--- src/rtl/muldiv_sequencer.sv ---
// muldiv_sequencer: multi-cycle signed 16x16 multiply and 16/16 divide.
// Runs a 16-iteration shift-add (MUL) or restoring-divide (DIV) loop on operand
// magnitudes, then applies the signs in a FIXUP cycle. result = {hi/rem, lo/quo}.
module muldiv_sequencer (
    input  logic        clk,
    input  logic        rst,
    input  logic        halt_sys,
    input  logic        start,
    input  logic        op,
    input  logic [15:0] a,
    input  logic [15:0] b,
    output logic        busy,
    output logic        stall,
    output logic        done,
    output logic [31:0] result,
    output logic        div0
);

    typedef enum logic [1:0] {
        IDLE,
        CALC,
        FIXUP
    } state_t;

    state_t      state_q, state_d;
    logic [3:0]  count_q, count_d;
    logic        op_q, op_d;
    logic        sign_a_q, sign_a_d;
    logic        sign_b_q, sign_b_d;
    logic [16:0] mag_a_q, mag_a_d;
    logic [16:0] mag_b_q, mag_b_d;
    logic [31:0] acc_q, acc_d;
    logic        busy_q, busy_d;
    logic        done_q, done_d;
    logic        div0_q, div0_d;
    logic [31:0] result_q, result_d;

    logic [16:0] mag_a_in, mag_b_in;
    logic [16:0] mul_sum;
    logic [31:0] mul_shift;
    logic [16:0] rem_sh;
    logic        div_ge;
    logic [15:0] div_diff;
    logic        neg;
    logic [15:0] quo_fix, rem_fix;

    // 17-bit magnitudes so that -32768 becomes +32768 without overflow.
    assign mag_a_in = a[15] ? (17'd0 - {1'b1, a}) : {1'b0, a};
    assign mag_b_in = b[15] ? (17'd0 - {1'b1, b}) : {1'b0, b};

    // Shift-add step: conditionally add |a| into the high half, then shift the
    // 33-bit {carry, acc} right by one.
    assign mul_sum   = {1'b0, acc_q[31:16]} + (acc_q[0] ? mag_a_q : 17'd0);
    assign mul_shift = {mul_sum, acc_q[15:1]};

    // Restoring-divide step: {rem, quo} << 1, then trial subtract |b|. The
    // remainder stays below |b| <= 32768, so the kept difference fits 16 bits.
    assign rem_sh   = acc_q[31:15];
    assign div_ge   = (rem_sh >= mag_b_q);
    assign div_diff = rem_sh[15:0] - mag_b_q[15:0];

    assign neg     = sign_a_q ^ sign_b_q;
    assign quo_fix = neg ? (16'd0 - acc_q[15:0]) : acc_q[15:0];
    assign rem_fix = sign_a_q ? (16'd0 - acc_q[31:16]) : acc_q[31:16];

    // Next-state and datapath control for the IDLE/CALC/FIXUP sequencer.
    always_comb begin
        state_d  = state_q;
        count_d  = count_q;
        op_d     = op_q;
        sign_a_d = sign_a_q;
        sign_b_d = sign_b_q;
        mag_a_d  = mag_a_q;
        mag_b_d  = mag_b_q;
        acc_d    = acc_q;
        done_d   = 1'b0;
        div0_d   = div0_q;
        result_d = result_q;
        case (state_q)
            IDLE: begin
                if (start) begin
                    if (op && (b == '0)) begin
                        done_d   = 1'b1;
                        div0_d   = 1'b1;
                        result_d = {a, 16'hFFFF};
                    end else begin
                        op_d     = op;
                        sign_a_d = a[15];
                        sign_b_d = b[15];
                        mag_a_d  = mag_a_in;
                        mag_b_d  = mag_b_in;
                        acc_d    = op ? {16'd0, mag_a_in[15:0]} : {16'd0, mag_b_in[15:0]};
                        count_d  = 4'd15;
                        state_d  = CALC;
                    end
                end
            end
            CALC: begin
                if (op_q) begin
                    acc_d = div_ge ? {div_diff, acc_q[14:0], 1'b1}
                                   : {rem_sh[15:0], acc_q[14:0], 1'b0};
                end else begin
                    acc_d = mul_shift;
                end
                count_d = count_q - 4'd1;
                if (count_q == 4'd0) begin
                    state_d = FIXUP;
                end
            end
            FIXUP: begin
                if (op_q) begin
                    result_d = {rem_fix, quo_fix};
                end else begin
                    result_d = neg ? (32'd0 - acc_q) : acc_q;
                end
                done_d  = 1'b1;
                div0_d  = 1'b0;
                state_d = IDLE;
            end
            default: state_d = IDLE;
        endcase
        busy_d = (state_d != IDLE);
    end

    // State and output registers; halt_sys freezes every one of them.
    always_ff @(posedge clk or negedge rst) begin
        if (!rst) begin
            state_q  <= IDLE;
            count_q  <= '0;
            op_q     <= 1'b0;
            sign_a_q <= 1'b0;
            sign_b_q <= 1'b0;
            mag_a_q  <= '0;
            mag_b_q  <= '0;
            acc_q    <= '0;
            busy_q   <= 1'b0;
            done_q   <= 1'b0;
            div0_q   <= 1'b0;
            result_q <= '0;
        end else if (!halt_sys) begin
            state_q  <= state_d;
            count_q  <= count_d;
            op_q     <= op_d;
            sign_a_q <= sign_a_d;
            sign_b_q <= sign_b_d;
            mag_a_q  <= mag_a_d;
            mag_b_q  <= mag_b_d;
            acc_q    <= acc_d;
            busy_q   <= busy_d;
            done_q   <= done_d;
            div0_q   <= div0_d;
            result_q <= result_d;
        end
    end

    assign stall  = ((state_q == IDLE) && start) || (state_q != IDLE);
    assign busy   = busy_q;
    assign done   = done_q;
    assign div0   = div0_q;
    assign result = result_q;

endmodule

--- config.mk ---
export PLATFORM = sky130hd
export DESIGN_NAME = muldiv_sequencer
export DESIGN_NICKNAME = d
export VERILOG_FILES = /design/src/rtl/muldiv_sequencer.sv
export SDC_FILE = /design/constraint.sdc
export NUM_CORES = 1
export LEC_CHECK = 0
export CAP_MARGIN = 20
export CORE_AREA = 4 4 169 171
export CTS_CLUSTER_DIAMETER = 30
export DETAILED_ROUTE_END_ITERATION = 6
export DIE_AREA = 0 0 173 175
export GPL_ROUTABILITY_DRIVEN = 0
export SYNTH_ARGS = -nofsm -noshare
export SYNTH_HDL_FRONTEND = slang
export SYNTH_SLANG_ARGS = --single-unit
--- constraint.sdc ---
create_clock -name clk -period 3.51 [get_ports clk]
set_input_delay 0.351 -clock clk [delete_from_list [all_inputs] [get_ports clk]]
set_output_delay 0.351 -clock clk [all_outputs]
set_load 0.02 [all_outputs]
==> results.sh <==
export IMPL_cts_max_path_buffers=2
export IMPL_drt_iter0_drc=639
export IMPL_fin_area_sq_um=9650
export IMPL_max_freq_mhz=323
export IMPL_vias=7512
export IMPL_tightestPinTransition_ns=0.961
export IMPL_placementRows=60
export IMPL_syn_cell_area_sq_um=8260
export IMPL_cts_buffers=9
export IMPL_power_leakage_nw=4.10
export IMPL_cp_cell_sequence="buf_4 > and2_1 > ha_1 > inv_1 > fa_1 > nor2b_1 > o31ai_1 > a21oi_1 > a31oi_1 > o211ai_1 > a311oi_1 > a22o_1"
export IMPL_drtPass1Iterations=5
export IMPL_grt_pass1_wl_um=40800
export IMPL_setup_viol=0
export IMPL_cts_root_buf="clkbuf_16"
export IMPL_crit_family="compound AO/OA/AOI/OAI gates"
export IMPL_hpwlAfterDp_um=19600
export IMPL_nFillCells=2834
export IMPL_path_buf_inv=2
export IMPL_cts_sinks=110
export IMPL_synth_main_ff_cell="dfrtp_1"
export IMPL_period_share_pct=88.3
export IMPL_htreeDepth=3
export IMPL_ys_warn_count=0
export IMPL_cts_tree="built"
export IMPL_slowest_stage="a31oi_1"
export IMPL_slew_headroom_pct=35.6
export IMPL_grt_max_degree=64
export IMPL_die_h_um=175
export IMPL_synth_cell_types=71
export IMPL_slew_violations=0
export IMPL_slowest_delay_ns=0.43
export IMPL_drv_cap=0
export IMPL_core_sq_um=26900
export IMPL_antennaDiodeCount=0
export IMPL_port_buffers=72
export IMPL_final_cell_mix="112 x nand2_1, 110 x dfrtp_1, 92 x o21ai_0, 85 x nor2_1, 71 x clkdlybuf4s50_1"
export IMPL_cp_required_ns=3.81
export IMPL_worst_slack_ns=0.410
export IMPL_clkTransAtPathRegs_ns=0.07
export IMPL_final_common_cell="nand2_1"
export IMPL_critPathCaptureType="register"
export IMPL_synth_seq_area_share_pct=33.3
export IMPL_ys_ff_latch=110
export IMPL_ant_nets=0
export IMPL_arrival_ns=3.40
export IMPL_post_drt_wl_per_cell_um=18.2
export IMPL_critPathLaunchType="register"
export IMPL_die_w_um=173
export IMPL_worstSetupPathType="reg -> reg"
export IMPL_critPathMaxFanout=18
export IMPL_syn2layout_area_growth_pct=16.9
export IMPL_ir_drop_mv=0.292
export IMPL_synth_edf_count=0
export IMPL_grt_pass1_vias=7253
export IMPL_grt_ovfl_total=0
export IMPL_period_minus_slack_ns=3.10
export IMPL_nets=1120
export IMPL_syn_num_nets=1067
export IMPL_drive_above_1_share_pct=7.16
export IMPL_hold_viol=0
export IMPL_vias_per_cell=5.41
export IMPL_timing_hold_worst_class="in -> async"
export IMPL_power_density_nw_per_um2=655
export IMPL_rsz0062_at_grt="no"
export IMPL_clock_latency_ns=0.37
export IMPL_grt_use_total_pct=16.6
export IMPL_placed_area_sq_um=9360
export IMPL_wirelength_um=25300
export IMPL_cts_resized=0
export IMPL_synthCells=990
export IMPL_die_area_sq_um=30300
export IMPL_start_util_pct=30.7
export IMPL_fin_tns_setup_ns=0
export IMPL_syn_area_per_cell_sq_um=8.34
export IMPL_r2r_cells=12
export IMPL_cts_setup_buffers=0
export IMPL_antenna_found_initial=0
export IMPL_drcViolationCount=0
export IMPL_crit_cells=12
export IMPL_postSynth_asyncResetShare_pct=100
export IMPL_cts_hold_buf=0
export IMPL_place_worst_setup_slack_ns=0.461
export IMPL_clock_skew_final_ns=0.0112
export IMPL_outcome="finished clean"
export IMPL_io_pin_count=73
[cells in the mapped netlist (3+ instances only)]
| library cell | count | share of area [%] |
|---|---|---|
| o41ai_1 | 6 | 0.64 |
| or3_1 | 13 | 0.98 |
| mux2i_1 | 35 | 4.2 |
| a31oi_1 | 26 | 2.0 |
| a21o_1 | 7 | 0.64 |
| a21oi_1 | 53 | 3.2 |
| nand3_1 | 17 | 1.0 |
| buf_4 | 3 | 0.27 |
| or4_1 | 9 | 0.82 |
| nand4_1 | 5 | 0.38 |
| o211ai_1 | 9 | 0.82 |
| inv_1 | 36 | 1.6 |
| nor4_1 | 10 | 0.76 |
| o21a_1 | 10 | 0.91 |
| nor2b_1 | 5 | 0.38 |
| o22ai_1 | 3 | 0.23 |
| a32oi_1 | 3 | 0.32 |
| a221oi_1 | 4 | 0.42 |
| nand2b_1 | 9 | 0.68 |
| o221ai_1 | 8 | 0.85 |
| nor3_1 | 31 | 1.9 |
| mux2_2 | 7 | 0.95 |
| a41oi_1 | 3 | 0.32 |
| xor2_1 | 38 | 4.0 |
| nand2_1 | 112 | 5.1 |
| buf_1 | 3 | 0.14 |
| o21bai_1 | 5 | 0.45 |
| nor2_1 | 85 | 3.9 |
| a211oi_1 | 12 | 1.1 |
| clkbuf_1 | 36 | 1.6 |
| clkbuf_8 | 3 | 0.50 |
| o31ai_1 | 12 | 1.1 |
| and3_1 | 5 | 0.38 |
| a31o_2 | 4 | 0.42 |
| dfrtp_1 | 110 | 33 |
| and2_1 | 18 | 1.4 |
| xnor2_1 | 38 | 4.0 |
| or2_2 | 6 | 0.45 |
| o21ai_1 | 3 | 0.18 |
| o21ai_0 | 92 | 5.6 |
| ha_1 | 38 | 5.8 |
| a22oi_1 | 7 | 0.64 |
| buf_2 | 11 | 0.67 |
| buf_6 | 6 | 0.82 |
[metal layers]
metal	global-route usage [%]	wire length, um
met1	23.1	11900
met2	26.9	11600
met3	2.94	1280
met4	3.86	535
met5	0	0
[through the flow]
stage / hold WS [ns] / power (mW) / utilization (%) / std cells
floorplan: 0.0554 / 4.35 / - / 990
global placement: 0.413 / 5.27 / 34.8 / 1372
detailed placement: 0.427 / 5.30 / 34.8 / 1372
CTS: 0.0405 / 6.33 / 35.9 / 1388
global route: 0.0578 / 6.85 / 35.9 / 1389
finish: 0.0102 / 6.33 / 35.9 / 1389
[worst register-to-register path: cells and delay by family (launching register included)]
family                     cells  cell delay, ns
DFF                            1            0.38
adders and majority gates      2            0.41
and+or+nand+nor                2            0.23
AOI/OAI and AO/OA              6            1.72
buffers and inverters          2            0.29
[logic make-up after synthesis]
kind of cell	after synthesis	synth area share (%)
buffers and inverters	99	5.71
multiplexers	42	5.20
adder cells (fa/ha/maj)	40	6.24
flip-flops	110	33.3
AND/OR/NAND/NOR	337	19.5
AO/OA/AOI/OAI	286	22.0
XOR/XNOR	76	8.06
[final timing paths]
kind                                    to  slack, ns        from
min in group clk                mag_a_q[9]       0.48  mag_a_q[9]
worst min-delay path             acc_q[20]       0.01         rst
worst max register to register   acc_q[31]       0.41    acc_q[0]
max in group asynchronous       mag_a_q[6]       2.70         rst
worst max-delay path             acc_q[31]       0.41    acc_q[0]
worst min register to register  mag_a_q[9]       0.48  mag_a_q[9]
[where the power goes]
group	leakage, nW	internal [mW]	switching (mW)	total, mW
logic	2.54	1.47	1.92	3.39
registers	1.42	1.55	0.366	1.92
clock network	0.142	0.512	0.507	1.02
[flip-flops by register name, indices dropped and copies added, names as in the netlist]
register	count
acc_q	32
result	32
mag_a_q	17
mag_b_q	17
count_q	4
state_q	2
busy	1
div0	1
done	1
op_q	1
sign_a_q	1
sign_b_q	1
[cell type report]
type                    count  area (sq um)  area share [%]
clock buffers              11           243            2.51
multi-input cells         781          5050            52.3
inverters                  37           139            1.44
flip-flops and latches    110          2750            28.5
repair buffers            104           996            10.3
clock inverters             5          42.5           0.441
well taps                 341           427            4.42
(Power assumes the default switching activity.)
